`src/rtl/pixel_burst_writer_pkg.sv`:
```
// pixel_burst_writer_pkg: shared FSM encoding and frame geometry for the frame-buffer write/read/VGA blocks.
package pixel_burst_writer_pkg;
  typedef enum logic {COLLECT = 1'b0, WRITE = 1'b1} state_t;
  localparam int PIX_W = 24;
  localparam int BURST_LEN = 8;
  localparam int DEF_FRAME_PIXELS = 307200;
  localparam int DEF_ADDR_WIDTH = 19;
endpackage

```
`src/rtl/pixel_line_buffer.sv`:
```
// pixel_line_buffer: 8-slot pixel gather buffer with fill mask; full/rd_data already reflect a same-cycle write.
module pixel_line_buffer
  import pixel_burst_writer_pkg::*;
(
  input  logic             clock,
  input  logic             neg_reset,
  input  logic             we,
  input  logic             clr,
  input  logic [2:0]       wr_slot,
  input  logic [PIX_W-1:0] wr_data,
  input  logic [2:0]       rd_idx,
  output logic [PIX_W-1:0] rd_data,
  output logic             full
);
  logic [PIX_W-1:0] mem [BURST_LEN];
  logic [BURST_LEN-1:0] mask, hit;
  assign hit = we ? BURST_LEN'(1) << wr_slot : '0;
  assign full = &(mask | hit);
  // bypass so the first word can be presented in the same edge that captures the last pixel
  assign rd_data = (we && wr_slot == rd_idx) ? wr_data : mem[rd_idx];
  always_ff @(posedge clock)
    if (we) mem[wr_slot] <= wr_data;
  always_ff @(posedge clock or negedge neg_reset)
    if (!neg_reset) mask <= '0;
    else mask <= clr ? '0 : mask | hit;
endmodule

```
`src/rtl/pixel_burst_writer.sv`:
```
// pixel_burst_writer: gathers 8 RGB pixels and writes them as a req/ack burst into the frame buffer.
// Define PIXEL_BURST_WRITER_CHECKSUM_EN to add a per-frame XOR checksum output.
module pixel_burst_writer
  import pixel_burst_writer_pkg::*;
#(
  parameter int PIXELS_PER_BURST = BURST_LEN,
  parameter int ADDR_WIDTH = DEF_ADDR_WIDTH,
  parameter int FRAME_PIXELS = DEF_FRAME_PIXELS
) (
  input  logic                  clock,
  input  logic                  neg_reset,
  input  logic                  pix_valid,
  input  logic [7:0]            RED_values_IN,
  input  logic [7:0]            GREEN_values_IN,
  input  logic [7:0]            BLUE_values_IN,
  input  logic [2:0]            pix_slot,
  output logic                  pix_ready,
  output logic                  mem_wr_en,
  output logic [ADDR_WIDTH-1:0] mem_wr_addr,
  output logic [PIX_W-1:0]      mem_wr_data,
  input  logic                  mem_wr_ack,
  output logic                  frame_done
`ifdef PIXEL_BURST_WRITER_CHECKSUM_EN
  ,
  output logic [PIX_W-1:0]      frame_checksum
`endif
);
  state_t state, state_n;
  logic [2:0] idx, idx_n, rd_idx;
  logic [ADDR_WIDTH-1:0] base, base_n, addr_n;
  logic [PIX_W-1:0] data_n, rd_data;
  logic accept, full, ack, last, wrap, en_n, ready_n, done_n;
  assign accept = pix_valid && pix_ready;
  assign ack = mem_wr_en && mem_wr_ack;
  assign last = ack && idx == 3'(PIXELS_PER_BURST - 1);
  assign wrap = base == ADDR_WIDTH'(FRAME_PIXELS - PIXELS_PER_BURST);
  assign rd_idx = idx + {2'b0, state == WRITE};
  pixel_line_buffer u_buf (
    .clock, .neg_reset, .we(accept), .clr(last), .wr_slot(pix_slot),
    .wr_data({RED_values_IN, GREEN_values_IN, BLUE_values_IN}),
    .rd_idx, .rd_data, .full
  );
  always_comb begin
    state_n = state;
    idx_n = idx;
    base_n = base;
    en_n = 1'b0;
    addr_n = '0;
    data_n = '0;
    done_n = 1'b0;
    if (state == COLLECT) begin
      state_n = full ? WRITE : COLLECT;
      en_n = full;
      addr_n = full ? base : '0;
      data_n = full ? rd_data : '0;
    end else if (last) begin
      state_n = COLLECT;
      idx_n = '0;
      base_n = wrap ? '0 : base + ADDR_WIDTH'(PIXELS_PER_BURST);
      done_n = wrap;
    end else begin
      en_n = 1'b1;
      idx_n = ack ? idx + 3'd1 : idx;
      addr_n = ack ? mem_wr_addr + ADDR_WIDTH'(1) : mem_wr_addr;
      data_n = ack ? rd_data : mem_wr_data;
    end
    // one idle cycle after a burst before pixels are taken again
    ready_n = state == COLLECT && state_n == COLLECT;
  end
  always_ff @(posedge clock or negedge neg_reset)
    if (!neg_reset) begin
      state <= COLLECT;
      idx <= '0;
      base <= '0;
      pix_ready <= 1'b1;
      mem_wr_en <= 1'b0;
      mem_wr_addr <= '0;
      mem_wr_data <= '0;
      frame_done <= 1'b0;
    end else begin
      state <= state_n;
      idx <= idx_n;
      base <= base_n;
      pix_ready <= ready_n;
      mem_wr_en <= en_n;
      mem_wr_addr <= addr_n;
      mem_wr_data <= data_n;
      frame_done <= done_n;
    end
`ifdef PIXEL_BURST_WRITER_CHECKSUM_EN
  logic [PIX_W-1:0] run_xor;
  always_ff @(posedge clock or negedge neg_reset)
    if (!neg_reset) begin
      run_xor <= '0;
      frame_checksum <= '0;
    end else if (ack) begin
      run_xor <= done_n ? '0 : run_xor ^ mem_wr_data;
      if (done_n) frame_checksum <= run_xor ^ mem_wr_data;
    end
`endif
endmodule

```
`config.mk`:
```
export PLATFORM = sky130hd
export DESIGN_NAME = pixel_burst_writer
export DESIGN_NICKNAME = d
export VERILOG_FILES = /design/src/rtl/pixel_burst_writer_pkg.sv /design/src/rtl/pixel_line_buffer.sv /design/src/rtl/pixel_burst_writer.sv
export SDC_FILE = /design/constraint.sdc
export NUM_CORES = 1
export LEC_CHECK = 0
export CORE_MARGIN = 2
export CORE_UTILIZATION = 55
export CTS_CLUSTER_DIAMETER = 30
export DETAILED_ROUTE_END_ITERATION = 10
export HOLD_SLACK_MARGIN = 0.15
export PLACE_DENSITY = 0.84
export SKIP_LAST_GASP = 1
export SYNTH_ARGS = -nofsm -noshare
export SYNTH_HDL_FRONTEND = slang
export SYNTH_HIERARCHICAL = 1
export SYNTH_SLANG_ARGS = --single-unit
```
`constraint.sdc`:
```
create_clock -name clock -period 15.85 [get_ports clock]
set_input_delay 3.17 -clock clock [delete_from_list [all_inputs] [get_ports clock]]
set_output_delay 3.17 -clock clock [all_outputs]
set_load 0.005 [all_outputs]
```
After elaboration in Yosys (flattened, before gate mapping)

Memory sizes are Yosys's and may differ from the RTL's.
Index checks and enable logic that the tools add are counted.

Register bits after elaboration: 77
Memory bits (writable): 192
Input bits: 31
Output and inout port bits: 46
Logic and storage cells: 53
Memories kept: 1

$add $sub $neg: 4
Eq/ne operators: 4
Shift operators: 1
Mux-type cells: 22
Bitwise gates (word level): 3
Reductions and logical operators: 9

Memories:

| memory    | words | bits a word | read ports | clocked after memory_dff | write ports | line                    | RTL |
|---|---|---|---|---|---|---|---|
| u_buf.mem | 8     | 24          | 1          | 0                        | 1           | pixel_line_buffer.sv:15 | `logic [PIX_W-1:0] mem [BURST_LEN];` |

Operator list:

| operator                | count |
|---|---|
| $mux W24                | 5 |
| $mux W19                | 5 |
| $add A19 B1 Y19 const B | 1 |
| $add A19 B4 Y19 const B | 1 |
| $eq A19 B19 Y1 const B  | 1 |
| $mux W8                 | 2 |
| $mux W1                 | 8 |
| $or A8 B8 Y8            | 1 |
| $reduce_and A8 Y1       | 1 |
| $shl A1 B3 Y8 const A   | 1 |
| $mux W3                 | 2 |
| $logic_and A1 B1 Y1     | 5 |
| $reduce_and A2 Y1       | 2 |
| $add A3 B1 Y3           | 1 |
| $add A3 B1 Y3 const B   | 1 |
| $eq A3 B3 Y1            | 1 |
| $eq A3 B3 Y1 const B    | 1 |
| $ne A3 B1 Y1 const B    | 1 |
| $not A1 Y1              | 2 |
| $reduce_bool A2 Y1      | 1 |

Longest topological paths before layout

Gate-level depths: netlist (run 1).

Depth after elaboration: 8
Gate-level depth with buffers: 10
Gate-level depth less buffers: 8

Hierarchy

Netlist (run 1), hierarchy kept.

Modules (own cells, without submodules):

| module             | times used | cells each | area an instance (sq um) | sequential area each (sq um) |
|---|---|---|---|---|
| pixel_line_buffer  | 1          | 348        | 7960.1                   | 5965.7 |
| pixel_burst_writer | 1          | 344        | 3183.1                   | 1627.8 |

Least setup slack after synthesis (run 1)

No wires, ideal clock.

Path kind: input to register
Start: in pix_valid
End: reg mem_wr_addr[14]
Setup time: 0.067 ns
Arrival: 7.583 ns
Path slack: 8.200 ns
Stages: 8
Path buffers: 2
Cells stage by stage: and2_1 -> nor4b_1 -> o22ai_1 -> nor4_1 -> nor2b_1 -> clkbuf_1 -> clkbuf_1 -> a221o_1

Longest elaborated chain between the ends: 6

Ends and longest elaborated chain:

| item                 | line                     | RTL |
|---|---|---|
| from (decl)          | pixel_burst_writer.sv:12 | `input logic pix_valid,` |
| $logic_and A1 B1 Y1  | pixel_burst_writer.sv:33 | `assign accept = pix_valid && pix_ready;` |
| $mux W8              | pixel_line_buffer.sv:17  | `assign hit = we ? BURST_LEN'(1) << wr_slot : '0;` |
| $or A8 B8 Y8         | pixel_line_buffer.sv:18  | `assign full = &(mask \| hit);` |
| $reduce_and A8 Y1    | pixel_line_buffer.sv:18  |  |
| via full             | pixel_burst_writer.sv:32 | `logic accept, full, ack, last, wrap, en_n, ready_n, done_n;` |
| $mux W19             | pixel_burst_writer.sv:54 | `addr_n = full ? base : '0;` |
| $mux W19             | pixel_burst_writer.sv:51 | `if (state == COLLECT) begin` |
| to (signal assigned) | pixel_burst_writer.sv:86 | `mem_wr_addr <= addr_n;` |
| to (decl)            | pixel_burst_writer.sv:19 | `output logic [ADDR_WIDTH-1:0] mem_wr_addr,` |

The timed path passes the listed nets, and every way through them passes these cells.
A chain may end at the register's enable or synchronous reset.

Worst setup path after layout (run 1)

Start: in pix_valid
End: reg mem_wr_addr[6]

Longest elaborated chain between the ends: 6

Ends and longest elaborated chain:

| item                | line |
|---|---|
| $logic_and A1 B1 Y1 | pixel_burst_writer.sv:33 |
| via accept          | pixel_burst_writer.sv:32 |
| $mux W8             | pixel_line_buffer.sv:17 |
| $or A8 B8 Y8        | pixel_line_buffer.sv:18 |
| $reduce_and A8 Y1   | pixel_line_buffer.sv:18 |
| via full            | pixel_burst_writer.sv:32 |
| $mux W19            | pixel_burst_writer.sv:54 |
| $mux W19            | pixel_burst_writer.sv:51 |

The timed path passes the listed nets, and every way through them passes these cells.

==> key figures, run 1 <==
Run status
  • Status: complete, no violations

Global routing
  • Initial antenna violation count: 0
  • Number of global-route vias before repair: 7089
  • GR Overflow Total: 0
  • First-pass GRT wire length: 41.2 mm
  • Global Route Usage Sum: 25.4%
  • Largest net degree at the start of global routing: 74

Routing
  • DR vias: 6832
  • Initial DRC Count: 727
  • DRC: 0
  • Drt first pass iters: 5
  • Post-route ant nets: 0
  • WL final: 26.6 mm
  • WL/cell: 24.4 µm
  • Vias per inst: 6.26

Worst setup path
  • Worst Setup Start Kind: primary input
  • Crit path largest cell delay: 1000 ps
  • Critical Path Slowest Stage Cell: nor2b_1
  • Worst path required time: 16310 ps
  • Number of cells on the critical path: 10
  • Critical Path Fanout Max: 26
  • Critical Path Sink Type: flip-flop
  • Crit-path leading delay family: simple AND/OR/NAND/NOR gates
  • Worst Path Buf+Inv: 2
  • Crit path DAT: 7010 ps
  • CP Class: in2reg
  • R2r worst-path depth: 9
  • Crit path cell chain: clkdlybuf4s50_1 > and2_1 > nor4bb_4 > buf_4 > o22ai_1 > nor4_1 > nor2b_1 > nand2_1 > o31ai_1 > a22o_1

Clocking
  • Post-CTS Resized: 0
  • Clock sink count: 265
  • CTS Buffer Depth: 3
  • # hold bufs at CTS: 0
  • TritonCTS clock tree: yes
  • Clock latency at the later pin of the worst-skew pair: 520 ps
  • Reg clk slew, reported paths: 50 ps
  • CTS H-tree depth: 2
  • CTS Buf Count: 43
  • Clock Root Buffer: clkbuf_16
  • Post-CTS setup buffer count: 0

Timing
  • Final Skew: 9.60 ps
  • F_max: 153 MHz
  • Max-slew headroom: 19.3%
  • Fin crit share: 41.4%
  • RSZ-0062 raised after global routing: false
  • Worst Hold Slack: 484 ps
  • Pins Over Slew Limit: 0
  • Final Hold Vio Count: 0
  • Worst slew pin tran: 1210 ps
  • Setup Viol. Count Final: 0
  • Tmin final: 6560 ps
  • Setup_tns: 0 ps

Power and ir drop
  • Sw power: 807 µW
  • P_leak: 4.89 nW
  • Worst IR Drop VDD: 133 µV
  • Cell Int Power: 1.89 mW
  • Part of the power in registers: 31.9%
  • Net Sw Frac: 29.9%
  • Comb pwr share: 34.0%
  • Clock share of power: 34.0%
  • Power Density: 198 nW/µm²

Synthesis
  • Register bit total from synthesis: 265
  • Prevailing post-synth register cell: edfxtp_1
  • Synth cell types: 60
  • Sequential area share after synthesis: 68.1%
  • Area share of the largest cell type after synthesis: 51.7%
  • Synthesized instance count: 692
  • EDFF count, synth: 192
  • Top cell type by total area after synthesis: edfxtp_1
  • Mapped Area: 11100 µm²
  • Syn_nets: 729
  • Synth top area cells: edfxtp_1 (52%), dfrtp_1 (16%), mux4_2 (9.7%), mux2_2 (3.9%), nand2_1 (2.9%)
  • Warnings, synthesis: 6
  • Asr flop ratio synth: 27.5%
  • Syn_area_per_cell: 16.1 µm²

Final layout
  • Fin nets: 824
  • Area grow syn2layout: 22.5%
  • Diode count: 0
  • Share of layout cells above drive strength 1: 24.5%

Placed design
  • Detailed placement HPWL: 14.9 mm
  • Final RePlAce weighted congestion: 0.840
  • Port Buffers: 76

Floorplanning
  • Core area: 20000 µm²
  • I/O pin count: 77
  • Die ar.: 21400 µm²
  • Initial Util: 55.6%
  • Row count: 52
  • Die X: 146 µm
  • Die height: 146 µm

Min path
  • WHS Path Cells: 2
  • Worst min-delay path category: reg2reg

Run
  • Max_cap viols: 0
## tightest hold or removal path, stage by stage, from the launching register on
cell	delay, ps
dfrtp_1	330
nand2_1	50
o21ai_0	60
## state kept, by name, summed over array words and instances (netlist names)
name / flops
pix_ready: 1
mem_wr_addr: 19
base: 16
mem_wr_data: 24
idx: 3
u_buf/mem: 192
mem_wr_en: 1
u_buf/mask: 8
frame_done: 1
## cell families (layout without fill, tap and decap cells)
kind of cell	count (synthesis)	count (layout)	share of synthesized area [%]
buf+inv	42	171	1.93
simple gates	182	182	8.07
flops	265	265	68.1
compound gates	79	79	4.53
xor+xnor	20	20	1.57
mux	98	98	15.1
fa+ha+maj	6	6	0.674
## stage by stage
stage | setup slack (ps) | util, % | power [mW] | std cells | area [µm²]
6_report | 9290 | 68.1 | 2.70 | 1091 | 13700
5_1_grt | 9130 | 68.1 | 2.80 | 1091 | 13700
4_1_cts | 9380 | 68.1 | 2.71 | 1091 | 13700
3_5_place_dp | 8890 | 60.9 | 1.77 | 1012 | 12200
3_3_place_gp | 9140 | 60.9 | 1.73 | 1012 | 12200
2_1_floorplan | 8200 | - | 1.54 | 692 | 11100
## area by class of cell
class / count / area (µm²)
Multi-Input combinational cell: 385 / 3410
Clock inverter: 29 / 292
Inverter: 4 / 15.0
Sequential cell: 265 / 7590
Clock buffer: 50 / 1150
Tap cell: 270 / 338
Fill cell: 1289 / 6380
Timing Repair Buffer: 88 / 848
## path summary, 6_finish.rpt
check | end | slack [ps] | from
worst max-delay path | mem_wr_addr[6]$_DFFE_PN0P_ | 9290 | pix_valid
worst min-delay path | mem_wr_data[9]$_DFFE_PN0P_ | 480 | mem_wr_data[9]$_DFFE_PN0P_
worst max register to register | mem_wr_addr[6]$_DFFE_PN0P_ | 11870 | pix_ready$_DFF_PN1_
worst min register to register | mem_wr_data[9]$_DFFE_PN0P_ | 480 | mem_wr_data[9]$_DFFE_PN0P_
max in group asynchronous | mem_wr_data[22]$_DFFE_PN0P_ | 12410 | neg_reset
min in group asynchronous | mem_wr_data[3]$_DFFE_PN0P_ | 2800 | neg_reset
## routing by layer
metal	up-vias	share of wire [%]	global-route usage, %
met1	3494	38	33.3
met4	0	3.3	10.0
met5	-	0	0
met2	367	51	42.6
li1	2897	-	-
met3	74	7.5	5.03
## cells in the final DEF, fill, tap and decap left out, types with 7 or more instances in the layout
master,instances
buf_4,13
clkbuf_16,45
clkdlybuf4s50_1,75
clkinvlp_4,7
dfrtp_1,72
edfxtp_1,192
inv_6,7
mux2_2,39
mux2_4,10
mux4_2,48
nand2_1,85
nand3_1,8
nand4_1,11
nor2_1,29
nor3_1,10
o21ai_0,42
xnor2_1,14
## cells in the mapped netlist (2+ instances only)
cell type	count
edfxtp_1	192
nand2_1	85
dfrtp_1	72
mux4_2	48
o21ai_0	43
mux2_2	39
nor2_1	29
clkbuf_1	24
xnor2_1	14
nand4_1	11
mux2_4	10
nor3_1	10
nand3_1	8
a22o_1	6
ha_1	6
nor4_1	6
xor2_1	6
buf_2	5
a221o_1	4
and3_1	4
buf_1	4
inv_1	4
nor4bb_1	4
o22ai_1	4
a21oi_1	3
a22oi_1	3
and4b_1	3
o41ai_1	3
a21o_1	2
and2_1	2
and4_1	2
buf_12	2
buf_6	2
nand2b_1	2
nor2b_1	2
nor3b_1	2
nor4b_1	2
o31ai_1	2
## power groups by stage
stage	Combinational, mW	Sequential [mW]	Clock [mW]
detailed placement	0.902	0.871	0
global placement	0.868	0.865	0
floorplan	0.679	0.859	0
global route	0.981	0.867	0.956
finish	0.918	0.861	0.918
CTS	0.921	0.860	0.930
Power figures use the tool's default switching activity.
==> run 2: changes to the inputs <==
==> constraint.sdc (replaced) <==
create_clock -name clock -period 6.2 [get_ports clock]
set_input_delay 1.24 -clock clock [delete_from_list [all_inputs] [get_ports clock]]
set_output_delay 1.24 -clock clock [all_outputs]
set_load 0.005 [all_outputs]
==> key figures, run 2 (same netlist as run 1, synthesis figures left out) <==
Run status
  • Status: complete, no violations

Final layout
  • Area grow syn2layout: 21.7%
  • Most frequent cells in the layout: edfxtp_1 (192), nand2_1 (85), clkdlybuf4s50_1 (75), dfrtp_1 (72), mux4_2 (48)
  • Diode count: 0
  • Max reg flops: 192
  • Share of layout cells above drive strength 1: 23.7%
  • Largest regs: u_buf/mem (192), mem_wr_data (24), mem_wr_addr (19)
  • Fin area: 13600 µm²
  • Non-filler cells in the finished layout: 1088
  • Commonest non-fill, non-tap cell in the layout: edfxtp_1
  • Fin nets: 822
  • Reg with most FFs: u_buf/mem

Floorplanning
  • Die ar.: 21400 µm²
  • Die height: 146 µm
  • Core area: 20000 µm²
  • Initial Util: 55.6%
  • I/O pin count: 77
  • Row count: 52
  • Die X: 146 µm

Routing
  • WL met3: 1.73 mm
  • Vias per inst: 6.12
  • WL/cell: 22.9 µm
  • Top layer in use: met5
  • DR vias: 6656
  • Met1 WL: 9.70 mm
  • WL final: 24.9 mm
  • DRC: 0
  • Met2 Wirelength: 12.8 mm
  • Drt first pass iters: 5
  • Post-route ant nets: 0
  • Initial DRC Count: 708

Timing
  • Fin crit share: 72.5%
  • Max-slew headroom: 18.2%
  • Setup Viol. Count Final: 0
  • Final Skew: 19.4 ps
  • RSZ-0062 raised after global routing: false
  • Setup_tns: 0 ps
  • Final Hold Vio Count: 0
  • Worst slew pin tran: 1220 ps
  • Pins Over Slew Limit: 0
  • Tmin final: 4490 ps
  • F_max: 223 MHz

Global routing
  • First-pass GRT wire length: 39.2 mm
  • GR Overflow Total: 0
  • Number of global-route vias before repair: 7012
  • Largest net degree at the start of global routing: 74
  • Initial antenna violation count: 1
  • Global Route Usage Sum: 23.8%

Worst setup path
  • Critical Path Fanout Max: 26
  • Crit path DAT: 4940 ps
  • Worst Path Buf+Inv: 2
  • Worst Setup Start Kind: primary input
  • Critical Path Slowest Stage Cell: nor2b_1
  • CP Class: in2reg
  • Worst path required time: 6650 ps
  • Crit-path leading delay family: simple AND/OR/NAND/NOR gates
  • Critical Path Sink Type: flip-flop
  • Crit path cell chain: clkdlybuf4s50_1 > and2_1 > and4b_1 > buf_4 > o22ai_1 > nor4_1 > nor2b_1 > nand2_1 > o41ai_1 > a22o_1
  • Crit path largest cell delay: 1010 ps

Clocking
  • Clock sink count: 265
  • TritonCTS clock tree: yes
  • Post-CTS setup buffer count: 0
  • # hold bufs at CTS: 0
  • Clock latency at the later pin of the worst-skew pair: 520 ps
  • Post-CTS Resized: 0
  • Clock Root Buffer: clkbuf_16
  • CTS Buf Count: 41
  • CTS Buffer Depth: 3
  • Reg clk slew, reported paths: 60 ps
  • CTS H-tree depth: 2

Power and ir drop
  • P_leak: 4.85 nW
  • Comb pwr share: 34.6%
  • Clock share of power: 32.7%
  • Part of the power in registers: 32.8%
  • Net Sw Frac: 29.5%
  • Worst IR Drop VDD: 315 µV
  • Sw power: 1.98 mW
  • Cell Int Power: 4.73 mW
  • Power Density: 495 nW/µm²
  • Pwr Total: 6.71 mW

Placed design
  • Port Buffers: 76
  • Post-Place Cells: 1012
  • Detailed placement HPWL: 14.4 mm
  • Placed Area: 12200 µm²
  • Final RePlAce weighted congestion: 0.848

Min path
  • Worst min-delay path category: reg2reg

Run
  • Max_cap viols: 0
-- run 2: power by group through the flow --
stage | clock network (mW) | logic (mW) | registers, mW
4_1_cts | 2.21 | 2.34 | 2.20
2_1_floorplan | 0 | 1.73 | 2.20
6_report | 2.19 | 2.32 | 2.20
5_1_grt | 2.29 | 2.49 | 2.21
3_5_place_dp | 0 | 2.28 | 2.23
3_3_place_gp | 0 | 2.20 | 2.21
-- run 2: layout make-up --
class | count | area (µm²)
clock buffers | 48 | 1110
clock inverters | 28 | 233
fillers | 1294 | 6480
inverters | 4 | 15.0
multi-input cells | 385 | 3410
flip-flops and latches | 265 | 7590
well taps | 270 | 338
repair buffers | 88 | 848
-- run 2: per-layer routing --
metal  track usage (%)  vias up
met2              40.9      299
met3              4.78       55
met4              8.11        2
met1              30.7     3412
met5                 0        -
li1                  -     2888
-- run 2: worst register-to-register path, delay by kind of cell (launching register included) --
kind | cells | cell delay [ps]
and+or+nand+nor | 2 | 1040
muxes | 1 | 660
DFF | 1 | 600
adders and majority gates | 2 | 580
buffers and inverters | 1 | 570
xor gates and xnor gates | 1 | 240
AOI/OAI and AO/OA | 1 | 110
-- run 2: final timing paths --
kind / from / end / depth (start not counted) / slack (ps)
worst max register to register: mem_wr_en$_DFF_PN0_ / mem_wr_data[15]$_DFFE_PN0P_ / 8 / 2210
min in group asynchronous: neg_reset / mem_wr_data[9]$_DFFE_PN0P_ / 1 / 880
max in group asynchronous: neg_reset / mem_wr_data[22]$_DFFE_PN0P_ / 1 / 4650
worst min register to register: mem_wr_data[9]$_DFFE_PN0P_ / mem_wr_data[9]$_DFFE_PN0P_ / 2 / 480
worst min-delay path: mem_wr_data[9]$_DFFE_PN0P_ / mem_wr_data[9]$_DFFE_PN0P_ / 2 / 480
worst max-delay path: pix_valid / mem_wr_addr[5]$_DFFE_PN0P_ / 10 / 1710
-- run 2: stage by stage --
step                util, %  hold slack (ps)  setup slack, ps
detailed placement     60.9              469             1360
global route           67.7              520             1540
finish                 67.7              479             1710
floorplan                 -              467              480
CTS                    67.7              485             1820
global placement       60.9              461             1430
